<file path="src/rtl/core_pkg.sv">
// Shared definitions for the 16-bit core: ISA field positions, opcodes,
// next-PC select encodings and the fetch state encoding.
package core_pkg;

    localparam int XLEN = 16;

    localparam logic [2:0] OP_ADD  = 3'd0;
    localparam logic [2:0] OP_ADDI = 3'd1;
    localparam logic [2:0] OP_NAND = 3'd2;
    localparam logic [2:0] OP_LUI  = 3'd3;
    localparam logic [2:0] OP_SW   = 3'd4;
    localparam logic [2:0] OP_LW   = 3'd5;
    localparam logic [2:0] OP_BEQ  = 3'd6;
    localparam logic [2:0] OP_JALR = 3'd7;

    localparam logic [1:0] MUX_PC_NEXT   = 2'b01;
    localparam logic [1:0] MUX_PC_BRANCH = 2'b10;
    localparam logic [1:0] MUX_PC_JUMP   = 2'b11;

    localparam int OPCODE_MSB = 15;
    localparam int OPCODE_LSB = 13;
    localparam int SIMM7_MSB  = 6;
    localparam int SIMM7_LSB  = 0;

    typedef enum logic [1:0] {
        FETCH_REQ  = 2'd0,
        FETCH_WAIT = 2'd1,
        FETCH_HOLD = 2'd2
    } fetch_state_t;

endpackage

</file>
<file path="src/rtl/next_pc_gen.sv">
// Next-PC select: sequential, PC-relative branch (signed 7-bit offset) or
// register jump. All arithmetic wraps modulo 2^XLEN.
module next_pc_gen #(
    parameter int XLEN = 16
) (
    input  logic [XLEN-1:0] pc,
    input  logic [6:0]      simm7,
    input  logic [1:0]      mux_pc,
    input  logic [XLEN-1:0] jump_tgt,
    output logic [XLEN-1:0] pc_plus1,
    output logic [XLEN-1:0] next_pc
);
    import core_pkg::*;

    logic [XLEN-1:0] simm_ext;

    assign pc_plus1 = pc + XLEN'(1);
    assign simm_ext = {{(XLEN-7){simm7[6]}}, simm7};

    always_comb begin
        next_pc = pc_plus1;
        case (mux_pc)
            MUX_PC_BRANCH: next_pc = pc_plus1 + simm_ext;
            MUX_PC_JUMP:   next_pc = jump_tgt;
            default:       next_pc = pc_plus1;
        endcase
    end

endmodule

</file>
<file path="src/rtl/fetch_unit.sv">
// Instruction fetch: owns the PC, issues one memory request at a time and
// holds the returned instruction until execute consumes it.
//
// state | meaning
// REQ   | request valid at pc, waiting for imem_req_ready
// WAIT  | request accepted, waiting for the single response pulse
// HOLD  | instruction valid, waiting for exec_ready to advance pc
module fetch_unit #(
    parameter int              XLEN     = core_pkg::XLEN,
    parameter logic [XLEN-1:0] RESET_PC = '0
) (
    input  logic            clk,
    input  logic            rst,
    output logic            imem_req_valid,
    output logic [XLEN-1:0] imem_req_addr,
    input  logic            imem_req_ready,
    input  logic            imem_resp_valid,
    input  logic [XLEN-1:0] imem_resp_data,
    output logic            instr_valid,
    output logic [XLEN-1:0] instr,
    output logic [2:0]      opcode,
    output logic [XLEN-1:0] pc,
    output logic [XLEN-1:0] pc_plus1,
    input  logic            exec_ready,
    input  logic [1:0]      mux_pc,
    input  logic [XLEN-1:0] jump_tgt,
    output logic [XLEN-1:0] retire_count
);
    import core_pkg::*;

    fetch_state_t    state_q, state_d;
    logic [XLEN-1:0] pc_q;
    logic [XLEN-1:0] instr_q;
    logic [XLEN-1:0] retire_q;
    logic [XLEN-1:0] next_pc;
    logic            capture;
    logic            retire;

    next_pc_gen #(.XLEN(XLEN)) u_next_pc (
        .pc       (pc_q),
        .simm7    (instr_q[SIMM7_MSB:SIMM7_LSB]),
        .mux_pc   (mux_pc),
        .jump_tgt (jump_tgt),
        .pc_plus1 (pc_plus1),
        .next_pc  (next_pc)
    );

    always_ff @(posedge clk) begin
        if (rst) begin
            state_q  <= FETCH_REQ;
            pc_q     <= RESET_PC;
            instr_q  <= '0;
            retire_q <= '0;
        end else begin
            state_q <= state_d;
            if (capture) begin
                instr_q <= imem_resp_data;
            end
            if (retire) begin
                pc_q     <= next_pc;
                retire_q <= retire_q + XLEN'(1);
            end
        end
    end

    // Responses and exec_ready are only acted on in their own state.
    always_comb begin
        state_d        = state_q;
        capture        = 1'b0;
        retire         = 1'b0;
        imem_req_valid = 1'b0;
        case (state_q)
            FETCH_REQ: begin
                imem_req_valid = 1'b1;
                if (imem_req_ready) begin
                    state_d = FETCH_WAIT;
                end
            end
            FETCH_WAIT: begin
                if (imem_resp_valid) begin
                    capture = 1'b1;
                    state_d = FETCH_HOLD;
                end
            end
            FETCH_HOLD: begin
                if (exec_ready) begin
                    retire  = 1'b1;
                    state_d = FETCH_REQ;
                end
            end
            default: state_d = FETCH_REQ;
        endcase
    end

    assign imem_req_addr = pc_q;
    assign instr_valid   = (state_q == FETCH_HOLD);
    assign instr         = instr_q;
    assign opcode        = instr_q[OPCODE_MSB:OPCODE_LSB];
    assign pc            = pc_q;
    assign retire_count  = retire_q;

endmodule
</file>
<file path="config.mk">
export PLATFORM = sky130hd
export DESIGN_NAME = fetch_unit
export DESIGN_NICKNAME = d
export VERILOG_FILES = /design/src/rtl/core_pkg.sv /design/src/rtl/next_pc_gen.sv /design/src/rtl/fetch_unit.sv
export SDC_FILE = /design/constraint.sdc
export NUM_CORES = 1
export LEC_CHECK = 0
export CORE_ASPECT_RATIO = 1.2
export CORE_MARGIN = 3
export CORE_UTILIZATION = 46
export DETAILED_ROUTE_END_ITERATION = 16
export PLACE_DENSITY = 0.93
export SLEW_MARGIN = 20
export SYNTH_ARGS = -nofsm -noshare
export SYNTH_HDL_FRONTEND = slang
export SYNTH_SLANG_ARGS = --single-unit
</file>
<file path="constraint.sdc">
create_clock -name clk -period 3.75 [get_ports clk]
set_input_delay 0.75 -clock clk [delete_from_list [all_inputs] [get_ports clk]]
set_output_delay 0.75 -clock clk [all_outputs]
set_load 0.05 [all_outputs]
</file>
==> results of run 1 <==
-- sequential cells by signal, indices dropped and copies added, names as in the netlist --
signal	count
imem_req_addr	16
state_q	2
retire_count	16
instr	16
-- per-stage QoR --
step | area [µm²] | hold WS, ps
after floorplan | 3473 | 469.0
after global placement | 4623 | 441.1
after detailed placement | 4623 | 451.1
after CTS | 4720 | 469.4
after global routing | 4720 | 478.2
final | 4720 | 471.4
-- area by class of cell --
| type | instances | area [µm²] |
|---|---|---|
| Clock buffer | 5 | 68.82 |
| Clock inverter | 3 | 27.53 |
| Fill cell | 558 | 2341 |
| Inverter | 13 | 48.80 |
| Multi-Input combinational cell | 345 | 2208 |
| Sequential cell | 50 | 1001 |
| Tap cell | 87 | 108.9 |
| Timing Repair Buffer | 127 | 1256 |
-- metal layers --
layer / vias up / GRT usage [%] / wire, µm
li1: 1748 / - / -
met4: 0 / 9.013 / 316
met1: 1652 / 28.61 / 4181
met2: 162 / 43.46 / 5131
met5: - / 0 / 0
met3: 29 / 7.686 / 976
-- cell usage in the layout (no fill, tap or decap), drive strengths merged, types with 2 or more instances in the layout --
master,instances
nor4,3
ha,20
a21o,5
and3,4
and4,4
o311ai,2
nand4,6
or4,2
nand3,14
xor2,19
or2,3
o211ai,7
dfxtp,50
a32o,2
buf,5
clkdlybuf4s50,122
a31oi,10
nor2,38
clkbuf,5
o211a,2
a211oi,6
nor2b,3
and2,2
inv,15
a41o,2
nand2b,4
nor3,3
or3,7
mux2i,4
o21ai,29
nand2,68
a21oi,45
xnor2,18
-- worst paths after layout --
| path | startpoint | to | cells after the start |
|---|---|---|---|
| hold reg to reg | instr[10] | instr[10] | 2 |
| hold / removal | instr[10] | instr[10] | 2 |
| setup / recovery | imem_req_addr[0] | pc_plus1[10] | 6 |
| setup reg to reg | imem_req_addr[2] | imem_req_addr[12] | 11 |
-- power breakdown --
| part | internal (µW) | total (µW) | switching (µW) |
|---|---|---|---|
| Sequential | 541 | 555 | 14.2 |
| Combinational | 92.2 | 225 | 133 |
| Clock | 139 | 350 | 211 |
| Total | 772 | 1130 | 359 |
-- cell families after synthesis --
| family | count (synthesis) | synth area share [%] |
|---|---|---|
| AND/OR/NAND/NOR | 165 | 22.98 |
| AO/OA/AOI/OAI | 118 | 21.52 |
| buffers and inverters | 50 | 7.684 |
| flip-flops | 50 | 29.13 |
| XOR/XNOR | 37 | 9.650 |
| adder cells (fa/ha/maj) | 21 | 7.866 |
| multiplexers | 4 | 1.165 |
-- critical path, cell delays in order (launching register included) --
cell and delay [ps]:
sky130_fd_sc_hd__dfxtp_1 500, sky130_fd_sc_hd__ha_1 280, sky130_fd_sc_hd__nand3_1 130, sky130_fd_sc_hd__nor2_1 270
sky130_fd_sc_hd__and4_1 270, sky130_fd_sc_hd__xor2_2 220, sky130_fd_sc_hd__clkdlybuf4s50_1 840
==> impl_metrics.ini, run 1 <==
[run_status]
status = finished, final reports clean

[sta]
min_period_ps = 3572
final_max_slew_viol_count = 0
achievable-frequency_mhz = 279.9
final_hold_viol_count = 0
timing.final.crit_share_pct = 95.26
worst_pin_slew_ps = 983.1
setup_viol_count_final = 0
worst_slew_margin_rel_pct = 34.22
worst_clock_skew_ps = 9.232
grt_setup_unrepaired = false
fin_setup_tns_ps = 0
fin_ws_ps = 177.6

[synth]
netlist.top_cell.by_area = sky130_fd_sc_hd__dfxtp_1
ys_async_sr_fraction_pct = 0
synth-warning-count = 0
netlist_area_um2 = 3436
synth.top_cell.area_share_pct = 29.13
synth.avg_cell_area_um2 = 7.721
synthTopCellsByCount = 68 x sky130_fd_sc_hd__nand2_1, 50 x sky130_fd_sc_hd__dfxtp_1, 43 x sky130_fd_sc_hd__a21oi_1
synth-seq-area-share_pct = 29.13
ys_ff_latch = 50
yosys.cell_count.top_type = sky130_fd_sc_hd__nand2_1
postSynthNetCount = 505
netlist-cell-type-count = 53
synth_flop_cell = sky130_fd_sc_hd__dfxtp_1
synthCells = 445
synth_enable_flop_cells = 0
ys_top_cells_by_area = sky130_fd_sc_hd__dfxtp_1 29%, sky130_fd_sc_hd__nand2_1 7.4%, sky130_fd_sc_hd__ha_1 7.3%

[pwr]
max-vdd-ir-drop_mv = 0.2640
report.power.total_uw = 1131
cellPowerDensity_nw_per_um2 = 239.6
power_leakage_uw = 0.001789

[floorplan]
die-width_um = 84.90
floorplan.die.height_um = 100.7
start_util_pct = 48.66
design.portCount = 124
placeableCoreArea_um2 = 7061
rows = 33
design.die.area_um2 = 8547

[placement]
place_ws_ps = 505.9
placed_cells = 622
globalplace.congestion = 1.050
place.detailed.hpwl_um = 8261
io_buffers = 123

[critical_path]
endpoint_kind = primary output
worst_ep_required_time_ps = 3000
r2r_setup_slack_ps = 480
critical_path_peak_fanout = 8
cp_data_arrival_time_ps = 2820
criticalPathCategory = flop to primary output
worst_setup_path_start_kind = flop

[routing]
wirelength_um = 10610
drt_drc_violations_left = 0
route.detailed.wl_per_inst_um = 16.83
mean_number_of_vias_per_cell = 5.700
firstDrtPassIters = 7
drt_initial_violations = 176
ant_nets = 0
num_vias = 3591

[grt]
grt.overflow.total = 0
antenna_found_initial = 0
grt_max_degree = 27
grt_usage_pct = 24.89
grt_first_pass_wirelength_um = 17390
number_of_global_route_vias_before_repair = 3649

[clocking]
clkLatencyLatePin_ps = 310
post_cts_resize_count = 0
cts_inserted_buffers = 5
cts_max_path_buffers = 2
cts-root-buf = sky130_fd_sc_hd__clkbuf_8
cts.hold.buffers_added = 0
clkSinkCount = 50
post-cts-setup-buffer-count = 0
htree_num_levels = 2
cts.clk_slew.worst_paths_ps = 110
cts_tree = yes

[cells_and_area]
final_cell_count_no_fill = 630
nets = 602
postLayoutCoreUtil_pct = 66.84
fraction_of_layout_cells_with_a_size_suffix_above_1_pct = 5.525
area.growth.synth_to_final_pct = 37.36
insertedDiodeCount = 0

[run]
cap_violations = 0

[worst_hold_path]
min-delay-path-class = flop to flop
Note: power is estimated with default switching activity, not from simulation.
==> run 2: changes to the inputs <==
- CELL_PAD_IN_SITES_DETAIL_PLACEMENT: unset -> 0
- CELL_PAD_IN_SITES_GLOBAL_PLACEMENT: unset -> 1
- CORE_UTILIZATION: 46 -> 32
- PLACE_DENSITY: 0.93 -> 0.92
- clock period: 3.75 -> 3.8 ns (I/O delays scaled with it)
==> run 2 against run 1 <==
Compared with the run above:
- worst hold slack worse by 15 ps
- clock-buffer cell count up 1
- clock skew down 1.9 ps
==> impl_metrics.ini, run 2 (synthesis gave the netlist of run 1 again) <==
[cells_and_area]
postLayoutCoreUtil_pct = 47.16
post-route-cell-area_um2 = 4838
leading_cell_types_in_the_layout_fill_and_taps_excluded = 122 x sky130_fd_sc_hd__clkdlybuf4s50_1, 68 x sky130_fd_sc_hd__nand2_1, 50 x sky130_fd_sc_hd__dfxtp_1
area.growth.synth_to_final_pct = 40.82
insertedDiodeCount = 0
layout_commonest_cell = sky130_fd_sc_hd__clkdlybuf4s50_1
fraction_of_layout_cells_with_a_size_suffix_above_1_pct = 5.331
nets = 603

[critical_path]
endpoint_kind = primary output
criticalPathCategory = flop to primary output
critical_path.cell_chain = ha_1 > nand3_1 > nor2_1 > and4_1 > xor2_1 > clkdlybuf4s50_1
critical-path-top-delay-family = buffers and inverters
critical_path_peak_fanout = 8
worst_setup_path_start_kind = flop
cp_data_arrival_time_ps = 2860
max_stage_delay_ps = 880
r2r_setup_slack_ps = 530
worst_ep_required_time_ps = 3040
cp_slowest_cell = sky130_fd_sc_hd__clkdlybuf4s50_1
worst-path-buf-inv = 1

[floorplan]
design.die.area_um2 = 12020
die-width_um = 100.6
start_util_pct = 33.49
rows = 40
design.portCount = 124
placeableCoreArea_um2 = 10260
floorplan.die.height_um = 119.5

[pwr]
report.power.total_uw = 1293
max-vdd-ir-drop_mv = 0.2187
power_leakage_uw = 0.001825
cellPowerDensity_nw_per_um2 = 267.3

[clocking]
htree_num_levels = 2
cts.clk_slew.worst_paths_ps = 70
cts.hold.buffers_added = 0
clkLatencyLatePin_ps = 290
post-cts-setup-buffer-count = 0
cts-root-buf = sky130_fd_sc_hd__clkbuf_16
post_cts_resize_count = 0
cts_tree = yes
cts_inserted_buffers = 5
cts_max_path_buffers = 2
clkSinkCount = 50

[sta]
final_max_slew_viol_count = 0
grt_setup_unrepaired = false
timing.final.crit_share_pct = 95.39
achievable-frequency_mhz = 275.9
min_period_ps = 3625
worst_pin_slew_ps = 849.4
fin_worst_hold_slack_ps = 456.7
worst_clock_skew_ps = 7.354
final_hold_viol_count = 0
setup_viol_count_final = 0
worst_slew_margin_rel_pct = 43.20

[grt]
use_met3_pct = 5.407
grt_usage_pct = 18.27
grt_max_degree = 28
grt.overflow.total = 0
grt-busiest-layer = met2
global_route.usage.met1_pct = 22.09
grt_first_pass_wirelength_um = 17880
grt.met2_usage_pct = 30.77
number_of_global_route_vias_before_repair = 3587
antenna_found_initial = 0

[routing]
num_vias = 3567
route.detailed.wl_per_inst_um = 16.26
mean_number_of_vias_per_cell = 5.324
drt_drc_violations_left = 0
ant_nets = 0
drt_initial_violations = 151
firstDrtPassIters = 4
wirelength_um = 10890

[run]
cap_violations = 0

[placement]
postPlaceCellArea_um2 = 4672
globalplace.congestion = 0.9209
io_buffers = 123
place.detailed.hpwl_um = 8419

[run_status]
status = finished, final reports clean

[worst_hold_path]
min-delay-path-class = flop to flop
run 2: cell count changes in the layout (fill, tap and decap cells not counted), sizes merged:
| cell | delta |
|---|---|
| buf | +1 |
| bufinv | +1 |
| inv | -2 |
| clkbuf | +1 |
run 2: per-stage QoR:
step	setup TNS, ps	setup slack (ps)	cells
floorplan	-11.32	-11.32	445
CTS	0	194.0	670
global route	0	39.59	670
detailed placement	0	524.7	662
finish	0	175.1	670
global placement	0	634.5	662
run 2: final timing paths:
check	from	end	depth (start not counted)
max	imem_req_addr[0]	pc_plus1[10]	6
min	instr[12]	instr[12]	2
max reg2reg	imem_req_addr[2]	imem_req_addr[12]	11
min reg2reg	instr[12]	instr[12]	2
run 2: power by group:
part           switching [µW]  total [µW]  internal, µW
clock                     212         523           312
combinational             131         223          91.4
sequential               13.7         547           534
total                     356        1290           937
run 2: worst register-to-register path: stages, from the launching register on:
cell	delay (ps)
sky130_fd_sc_hd__dfxtp_1	530
sky130_fd_sc_hd__nand4_2	200
sky130_fd_sc_hd__nor2_1	370
sky130_fd_sc_hd__nand3_1	190
sky130_fd_sc_hd__xnor2_2	270
sky130_fd_sc_hd__ha_1	340
sky130_fd_sc_hd__a21o_1	210
sky130_fd_sc_hd__a31oi_4	200
sky130_fd_sc_hd__o21ai_1	100
sky130_fd_sc_hd__a41o_1	230
sky130_fd_sc_hd__or3_1	310
sky130_fd_sc_hd__a31o_1	210
run 2: cell type report:
type | count | area [µm²]
Fill cell | 1031 | 5421
Multi-Input combinational cell | 345 | 2201
Timing Repair Buffer | 128 | 1264
Sequential cell | 50 | 1001
Tap cell | 126 | 157.7
Clock buffer | 6 | 128.9
Inverter | 13 | 48.80
Clock inverter | 2 | 37.54
run 2: routing by layer:
| metal | wire length (µm) | up-vias |
|---|---|---|
| met5 | 0 | - |
| met4 | 248 | 0 |
| met2 | 5147 | 139 |
| met1 | 4521 | 1661 |
| met3 | 976 | 22 |
| li1 | - | 1745 |
==> run 3: changes to the inputs <==
- RECOVER_POWER: unset -> 50
==> run 3 against run 2 <==
Compared with the run above:
- die area is the same
- cell area shrank 0.10%
- register-to-register slack is essentially flat
- sequential cell count is the same
- highest routed layer unchanged
- clock-buffer cell count is the same
- wire length shrank 0.49%
- global-route usage is the same
- critical endpoint unchanged
- largest cell class unchanged
==> impl_metrics.ini, run 3 (synthesis gave the netlist of run 1 again) <==
[run_status]
status = finished, final reports clean

[sta]
min_period_ps = 3632
fin_ws_ps = 167.7
final_hold_viol_count = 0
timing.final.crit_share_pct = 95.59
fin_worst_hold_slack_ps = 454.1
worst_clock_skew_ps = 6.452
worst_pin_slew_ps = 1244
achievable-frequency_mhz = 275.3
final_max_slew_viol_count = 0
worst_slew_margin_rel_pct = 17.09
grt_setup_unrepaired = false
setup_viol_count_final = 0

[floorplan]
design.die.area_um2 = 12020
design.portCount = 124
die-width_um = 100.6
floorplan.die.height_um = 119.5
placeableCoreArea_um2 = 10260
start_util_pct = 33.49
rows = 40

[grt]
grt.overflow.total = 0
number_of_global_route_vias_before_repair = 3587
grt_first_pass_wirelength_um = 17880
grt_max_degree = 28
grt_usage_pct = 18.27
antenna_found_initial = 0

[placement]
globalplace.congestion = 0.9209
place.detailed.hpwl_um = 8419
io_buffers = 123
place_ws_ps = 524.7
placed_cells = 662

[routing]
drt_initial_violations = 139
ant_nets = 0
mean_number_of_vias_per_cell = 5.284
drt_drc_violations_left = 0
firstDrtPassIters = 6
route.detailed.wl_per_inst_um = 16.18
wirelength_um = 10840
num_vias = 3540

[clocking]
cts.hold.buffers_added = 0
clkSinkCount = 50
clkLatencyLatePin_ps = 290
htree_num_levels = 2
cts.clk_slew.worst_paths_ps = 70
cts_tree = yes
post_cts_resize_count = 0
post-cts-setup-buffer-count = 0
cts-root-buf = sky130_fd_sc_hd__clkbuf_16
cts_inserted_buffers = 5
cts_max_path_buffers = 2

[critical_path]
worst_setup_path_start_kind = flop
critical_path.cell_chain = ha_1 > nand3_1 > nor2_1 > and4_1 > xor2_1 > clkdlybuf4s50_1
max_stage_delay_ps = 880
worst_r2r_path_depth = 11
critical-path-top-delay-family = buffers and inverters
cp_data_arrival_time_ps = 2870
criticalPathCategory = flop to primary output
worst-path-buf-inv = 1
endpoint_kind = primary output
critical_path_peak_fanout = 8
cp_slowest_cell = sky130_fd_sc_hd__clkdlybuf4s50_1
cp.depth = 6
worst_ep_required_time_ps = 3040

[cells_and_area]
insertedDiodeCount = 0
fill_cells = 1034
final_cell_count_no_fill = 670
leading_cell_types_in_the_layout_fill_and_taps_excluded = 84 x sky130_fd_sc_hd__clkdlybuf4s50_1, 68 x sky130_fd_sc_hd__nand2_1, 50 x sky130_fd_sc_hd__dfxtp_1
layout_commonest_cell = sky130_fd_sc_hd__clkdlybuf4s50_1
seq_area_um2 = 1001
area.growth.synth_to_final_pct = 40.68
nets = 603
multiInputGateArea_um2 = 2201
fraction_of_layout_cells_with_a_size_suffix_above_1_pct = 4.779

[pwr]
max-vdd-ir-drop_mv = 0.2186
cellPowerDensity_nw_per_um2 = 266.4
part_of_the_power_in_combinational_logic_pct = 16.9
internal-power_uw = 932.7
power_leakage_uw = 0.001939
seq_power_share_pct = 42.5
netSwitchingFraction_pct = 27.56
power.switching_uw = 354.8
clock_power_share_pct = 40.6

[run]
cap_violations = 0

[worst_hold_path]
cells_on_worst_hold_path = 2
min-delay-path-class = flop to flop
==> run 3: stage by stage <==
| step | utilization, % | area, µm² | TNS (ps) | power [µW] |
|---|---|---|---|---|
| after floorplan | - | 3466 | -11.32 | 690.0 |
| after global placement | 45.54 | 4672 | 0 | 780.6 |
| after detailed placement | 45.54 | 4672 | 0 | 782.3 |
| after CTS | 47.16 | 4838 | 0 | 1307 |
| after global routing | 47.11 | 4833 | 0 | 1335 |
| final | 47.11 | 4833 | 0 | 1288 |
==> run 3: layer usage <==
layer	routed length (µm)	global-route usage, %	up-vias
li1	-	-	1743
met1	4396	22.09	1649
met2	5181	30.77	130
met3	1016	5.407	18
met4	245	5.813	0
met5	0	0	-
==> run 3: power groups by stage <==
stage	Sequential (µW)	Combinational, µW	Clock (µW)
final	547	218	522
after detailed placement	560	223	0
after global routing	549	235	551
after global placement	559	222	0
after floorplan	587	103	0
after CTS	548	224	536
==> run 3: worst paths after layout <==
| check | startpoint | endpoint | slack, ps |
|---|---|---|---|
| setup / recovery | imem_req_addr[0] | pc_plus1[10] | 170 |
| hold / removal | instr[12] | instr[12] | 450 |
| setup reg to reg | imem_req_addr[2] | imem_req_addr[12] | 540 |
| hold reg to reg | instr[12] | instr[12] | 450 |
==> run 3: area by class of cell <==
type / instances / share of cell area, %
multi-input combinational: 345 / 45.53
timing repair buffer: 128 / 26.04
inverter: 13 / 1.010
tap: 126 / 3.262
clock buffer: 6 / 2.666
sequential: 50 / 20.71
clock inverter: 2 / 0.7766
==> run 3: worst min-delay path, delay by kind of cell (launching register included) <==
family             cells  cell delay [ps]
AOI/OAI and AO/OA      1               50
DFF                    1              310
and+or+nand+nor        1               50
